===== config.mk =====
export PLATFORM = sky130hd
export DESIGN_NAME = hazard_scoreboard
export DESIGN_NICKNAME = d
export VERILOG_FILES = /design/src/rtl/hazard_scoreboard.sv
export SDC_FILE = /design/constraint.sdc
export NUM_CORES = 1
export LEC_CHECK = 0
export ABC_AREA = 0
export CAP_MARGIN = 20
export CORE_UTILIZATION = 45
export DETAILED_ROUTE_END_ITERATION = 12
export HOLD_SLACK_MARGIN = 0.15
export PLACE_DENSITY = 0.84
export SLEW_MARGIN = 30
export SYNTH_ARGS = -nofsm -noshare
export SYNTH_HDL_FRONTEND = slang
export SYNTH_SLANG_ARGS = --single-unit

===== constraint.sdc =====
create_clock -name clk -period 6.6 [get_ports clk]
set_clock_uncertainty 0.1 [all_clocks]
set_input_delay 0.99 -clock clk [delete_from_list [all_inputs] [get_ports clk]]
set_output_delay 0.99 -clock clk [all_outputs]
set_load 0.02 [all_outputs]

===== src/rtl/hazard_scoreboard.sv =====
`default_nettype none
// ============================================================================
//  Module      : hazard_scoreboard
//  Description : Tracks in-flight register writes from EX through WB and
//                derives EX forwarding selects, WB->ID bypass requests,
//                load-use stalls and branch/jump flushes.
//                Optional performance counters: HAZARD_SCOREBOARD_PERF_EN.
//  Revision    : 1.0 - initial release
// ============================================================================
module hazard_scoreboard #(
    parameter int STAGES       = 3,
    parameter int LOAD_STAGE   = 2,
    parameter int BRANCH_STAGE = 2,
    parameter int REG_ADDR_W   = 5,
    parameter int FWD_W        = 3
) (
    input  logic                  clk,
    input  logic                  rst,
    input  logic                  enable,
    input  logic                  id_valid,
    input  logic [REG_ADDR_W-1:0] id_rs1,
    input  logic [REG_ADDR_W-1:0] id_rs2,
    input  logic                  id_rs1_used,
    input  logic                  id_rs2_used,
    input  logic [REG_ADDR_W-1:0] id_rd,
    input  logic                  id_reg_write,
    input  logic                  id_mem_read,
    input  logic                  redirect,
    output logic                  stall,
    output logic                  flush,
    output logic [FWD_W-1:0]      ex_fwd_a,
    output logic [FWD_W-1:0]      ex_fwd_b,
    output logic                  id_wb_bypass_1,
    output logic                  id_wb_bypass_2,
    output logic [31:0]           stall_count,
    output logic [31:0]           flush_count
);

    // Index of the WB entry; a producer here is served by the ID bypass.
    localparam logic [FWD_W-1:0] LAST_IDX = FWD_W'(STAGES - 1);

    // Scoreboard entries: index 0 is EX, index STAGES-1 is WB.
    logic [STAGES-1:0]     sb_valid;
    logic [STAGES-1:0]     sb_load;
    logic [REG_ADDR_W-1:0] sb_rd [STAGES];

    logic             hit_a, hit_b;
    logic             load_a, load_b;
    logic [FWD_W-1:0] idx_a, idx_b;
    logic             need_a, need_b;
    logic             hazard_a, hazard_b;
    logic [FWD_W-1:0] sel_a, sel_b;
    logic             candidate;

    // Youngest-producer search: scanning from WB down to EX leaves the lowest
    // matching index, i.e. the most recent writer of each source.
    always_comb begin
        hit_a  = 1'b0;
        idx_a  = '0;
        load_a = 1'b0;
        hit_b  = 1'b0;
        idx_b  = '0;
        load_b = 1'b0;
        for (int k = STAGES - 1; k >= 0; k--) begin
            if (sb_valid[k] && (sb_rd[k] == id_rs1)) begin
                hit_a  = 1'b1;
                idx_a  = FWD_W'(k);
                load_a = sb_load[k];
            end
            if (sb_valid[k] && (sb_rd[k] == id_rs2)) begin
                hit_b  = 1'b1;
                idx_b  = FWD_W'(k);
                load_b = sb_load[k];
            end
        end
    end

    // Qualify matches: x0 never matches, unused sources and empty ID slots
    // never create dependencies.
    assign need_a = id_valid && id_rs1_used && (id_rs1 != '0) && hit_a;
    assign need_b = id_valid && id_rs2_used && (id_rs2 != '0) && hit_b;

    // A load whose data is not yet in a pipeline register cannot be forwarded.
    assign hazard_a = need_a && load_a && ((int'(idx_a) + 1) < LOAD_STAGE);
    assign hazard_b = need_b && load_b && ((int'(idx_b) + 1) < LOAD_STAGE);

    // Entry k moves to k+1 at the next edge, so that is where EX picks it up.
    assign sel_a = (need_a && (idx_a != LAST_IDX)) ? idx_a + FWD_W'(1) : '0;
    assign sel_b = (need_b && (idx_b != LAST_IDX)) ? idx_b + FWD_W'(1) : '0;

    assign id_wb_bypass_1 = need_a && (idx_a == LAST_IDX);
    assign id_wb_bypass_2 = need_b && (idx_b == LAST_IDX);

    // Flush outranks stall: the stalled instruction is being killed anyway.
    assign flush = redirect && enable;
    assign stall = !flush && (hazard_a || hazard_b);

    assign candidate = id_valid && id_reg_write && (id_rd != '0);

    // Advance the scoreboard and latch forwarding selects for the next EX.
    always_ff @(posedge clk) begin
        if (rst) begin
            sb_valid <= '0;
            sb_load  <= '0;
            for (int i = 0; i < STAGES; i++) begin
                sb_rd[i] <= '0;
            end
            ex_fwd_a <= '0;
            ex_fwd_b <= '0;
        end else if (enable) begin
            for (int i = 1; i < STAGES; i++) begin
                sb_valid[i] <= sb_valid[i-1] && !(flush && (i < BRANCH_STAGE));
                sb_load[i]  <= sb_load[i-1];
                sb_rd[i]    <= sb_rd[i-1];
            end
            sb_valid[0] <= candidate && !stall && !flush;
            sb_load[0]  <= id_mem_read;
            sb_rd[0]    <= id_rd;
            ex_fwd_a    <= (stall || flush) ? '0 : sel_a;
            ex_fwd_b    <= (stall || flush) ? '0 : sel_b;
        end
    end

`ifdef HAZARD_SCOREBOARD_PERF_EN
    // Saturating stall and flush event counters.
    always_ff @(posedge clk) begin
        if (rst) begin
            stall_count <= '0;
            flush_count <= '0;
        end else begin
            if (enable && stall && (stall_count != 32'hFFFF_FFFF)) begin
                stall_count <= stall_count + 32'd1;
            end
            if (flush && (flush_count != 32'hFFFF_FFFF)) begin
                flush_count <= flush_count + 32'd1;
            end
        end
    end
`else
    assign stall_count = 32'd0;
    assign flush_count = 32'd0;
`endif

endmodule
`default_nettype wire


==> reports/qor_table.md <==
| Step | Result | Reported |
|:---|:---|:---|
| yosys | Synthesized netlist cell count | 234 |
| yosys | Count of flip-flops with a built-in enable after synthesis | 15 |
| layout | Most common library cell in the layout ignoring fill and taps | sky130_fd_sc_hd__conb_1 |
| floorplan | Floorplan core area | 4720 µm² |
| yosys | Portion of the post-synthesis area used by sequential elements | 31.3% |
| drt | Routed via count | 1506 |
| floorplan | Y dimension of the die | 72.0 µm |
| drt | WL per Instance | 11.6 µm |
| grt | Number of antenna violations at the first check in global routing | 0 |
| yosys | Post-synth design cell area | 2210 µm² |
| power and ir drop | Leakage component of the power | 1.01 nW |
| placed design | Placed wire-length estimate after detailed placement | 3.22 mm |
| grt | Routing layer with the top usage in global route | met2 |
| power and ir drop | Highest ir drop seen on vdd | 0.000101 V |
| timing | Minimum clock period | 5.35 ns |
| layout | Layout area overhead | 9.07% |
| yosys | FF+latch count, synth | 27 |
| grt | Fraction of met2 tracks used by global routing | 27.8% |
| timing | Number of pins exceeding their max-slew limit in the final report | 0 |
| hold path | Worst hold-check path type | flip-flop to flip-flop |
| timing | Unrepaired setup endpoints after global routing | false |
| yosys | Distinct cell type count after synthesis | 37 |
| clocking | Buffer cell driving the clock tree root | sky130_fd_sc_hd__clkbuf_8 |
| timing | Maximum operating frequency | 187 MHz |
| layout | Commonest non-fill, non-tap cells in the layout | sky130_fd_sc_hd__conb_1, sky130_fd_sc_hd__clkdlybuf4s50_1, sky130_fd_sc_hd__xor2_1, sky130_fd_sc_hd__and2_1, sky130_fd_sc_hd__edfxtp_1 |
| floorplan | Horiz. Die Dim | 72.0 µm |
| drt | Residual DRC count | 0 |
| layout | Final net count | 298 |
| grt | Vias in the first global route | 1354 |
| yosys | Most frequently used flop master after synthesis | sky130_fd_sc_hd__edfxtp_1 |
| drt | Drt total wl | 3.88 mm |
| critical path | Required time worst endpoint | 5.51 ns |
| floorplan | Std cell rows | 25 |
| grt | Total Routing Usage GR | 15.4% |
| critical path | Setup crit start kind | primary input |
| grt | Largest net degree at the start of global routing | 17 |
| critical path | Critical Path Sink Type | output port |
| yosys | Post-synth ARST share | 0% |
| outcome | Status | finished, final reports clean |
| timing | Total of endpoints with negative setup slack in the final report | 0 |
| clocking | Number of clock sinks seen by CTS | 27 |
| floorplan | Die footprint | 5190 µm² |
| floorplan | Count of boundary I/O pins | 98 |
| clocking | Clock Pin Slew Worst Setup and Hold Paths | 0.09 ns |
| clocking | Htree depth | 1 |
| timing | Setup_tns | 0 ns |
| timing | Slew at the pin closest to its max-slew limit | 0.786 ns |
| timing | Number of endpoints with negative hold slack in the final report | 0 |
| clocking | Number of buffers added for setup after CTS | 0 |
| clocking | Post-CTS Resized | 0 |
| clocking | TritonCTS clock tree | done |
| grt | Met3 track utilization from global routing | 2.50% |
| timing | Slew HR | 47.5% |
| placed design | Number of port buffers | 33 |
| layout | Fraction of the core area covered by cells at the end of the flow | 51.0% |
| layout | N_diodes | 0 |
| floorplan | Starting density of the core | 46.7% |
| placed design | GPL Wtd Cong | 0.936 |
| grt | Met1 Track Usage GR | 17.8% |
| timing | Crit share post-route | 81.1% |
| clocking | CTS hold repair buffers | 0 |
| critical path | Crit path arrival time | 4.26 ns |
| clocking | Maximum buffer depth of the clock tree | 2 |
| yosys | Post-synthesis average cell area | 9.43 µm² |
| grt | Global-route wire length before repair | 6.07 mm |
| critical path | Critical path peak fanout | 6 |
| clocking | Clk_lat worst skew | 0.27 ns |
| drt | DRC marker count from the first detailed-route iteration | 57 |
| flow run | Number of maximum-capacitance violations | 0 |
| critical path | Worst Path Class, Setup | primary input to output port |
| drt | Number of nets with antenna violations after routing | 0 |
| yosys | Yosys warning total | 0 |
| critical path | Worst R2R Setup Slack | 3.72 ns |
| clocking | Num CTS Buffers | 3 |
| drt | Router iterations before antenna repair | 6 |
| layout | Layout cell share with drive strength beyond 1 | 4.87% |
| grt | Aggregate global routing overflow | 0 |
| power and ir drop | Total power divided by cell area | 157 nW/µm² |
| drt | Drt via density | 4.51 |
-- per-layer routing --
layer | vias up | share of wire [%]
met1 | 704 | 43
met2 | 65 | 50
met5 | - | 0
met4 | 0 | 1.9
met3 | 6 | 4.5
li1 | 731 | -
-- flip-flops by register name, summed over array words and instances, names as in the netlist --
| name | cells |
|---|---|
| sb_valid | 3 |
| sb_rd | 15 |
| ex_fwd_a | 3 |
| ex_fwd_b | 3 |
| sb_load | 3 |
-- metrics by stage --
step	worst slack, ns	cells	area (µm²)	hold slack (ns)	power, W
after global placement	1.26	330	2360	0.347	0.000284
final	1.25	334	2410	0.358	0.000378
after floorplan	2.37	297	2440	0.375	0.000288
after CTS	1.23	334	2410	0.360	0.000379
after detailed placement	1.25	330	2360	0.338	0.000286
after global routing	1.08	334	2410	0.391	0.000396
-- logic make-up after synthesis --
kind of cell / share of synthesized area, %
and+or+nand+nor: 19.0
adders and majority gates: 3.40
other: 0.170
DFF: 31.3
muxes: 1.81
buffers and inverters: 24.3
xor gates and xnor gates: 11.9
AOI/OAI and AO/OA: 8.05
-- worst paths after layout --
path,cells after the start,startpoint,to
worst min-delay path,2,ex_fwd_b[0]$_SDFFE_PP0P_,ex_fwd_b[0]$_SDFFE_PP0P_
worst max register to register,11,sb_rd[0][0]$_SDFFCE_PN0P_,ex_fwd_b[2]$_SDFFE_PP0P_
worst min register to register,2,ex_fwd_b[0]$_SDFFE_PP0P_,ex_fwd_b[0]$_SDFFE_PP0P_
worst max-delay path,11,id_rs2[0],stall
-- cell usage after synthesis (3+ instances only) --
master                     count  area share, %
sky130_fd_sc_hd__buf_4        64             22
sky130_fd_sc_hd__xor2_1       20            7.9
sky130_fd_sc_hd__and2_1       19            5.4
sky130_fd_sc_hd__edfxtp_1     15             20
sky130_fd_sc_hd__dfxtp_1      12             11
sky130_fd_sc_hd__nand2_1      11            1.9
sky130_fd_sc_hd__inv_1        10            1.7
sky130_fd_sc_hd__xnor2_1      10            4.0
sky130_fd_sc_hd__nor2_1        7            1.2
sky130_fd_sc_hd__ha_1          6            3.4
sky130_fd_sc_hd__mux2i_1       4            1.8
sky130_fd_sc_hd__nand3_1       4           0.91
sky130_fd_sc_hd__nand3b_1      4            1.4
sky130_fd_sc_hd__o211ai_1      4            1.4
sky130_fd_sc_hd__o31ai_1       4            1.4
sky130_fd_sc_hd__or4_1         4            1.4
sky130_fd_sc_hd__a31oi_1       3           0.85
sky130_fd_sc_hd__and3_1        3           0.85
sky130_fd_sc_hd__nor2b_1       3           0.85
sky130_fd_sc_hd__nor4_2        3            1.7
sky130_fd_sc_hd__o41ai_1       3            1.2
-- critical path, cell delays in order --
cell	delay, ns
sky130_fd_sc_hd__clkdlybuf4s50_1	0.55
sky130_fd_sc_hd__xor2_1	0.24
sky130_fd_sc_hd__nor4_2	0.33
sky130_fd_sc_hd__nand3_2	0.18
sky130_fd_sc_hd__and3_1	0.24
sky130_fd_sc_hd__inv_1	0.06
sky130_fd_sc_hd__ha_1	0.15
sky130_fd_sc_hd__o2111ai_2	0.17
sky130_fd_sc_hd__or4_1	0.58
sky130_fd_sc_hd__a21oi_1	0.15
sky130_fd_sc_hd__clkdlybuf4s50_1	0.62
-- where the power goes --
group	leakage (nW)	internal [W]	total, W	switching [W]
sequential	0.262	0.000186	0.000195	0.00000900
combinational	0.728	0.0000291	0.0000882	0.0000592
clock	0.0217	0.0000429	0.0000954	0.0000525
total	1.01	0.000258	0.000378	0.000121
-- cell type report --
class,instances,area (µm²)
clock buffers,3,41.3
clock inverters,1,7.51
fillers,438,2320
inverters,10,37.5
multi-input cells,193,1220
flip-flops and latches,27,691
well taps,67,83.8
repair buffers,33,330
(Power assumes the default switching activity.)
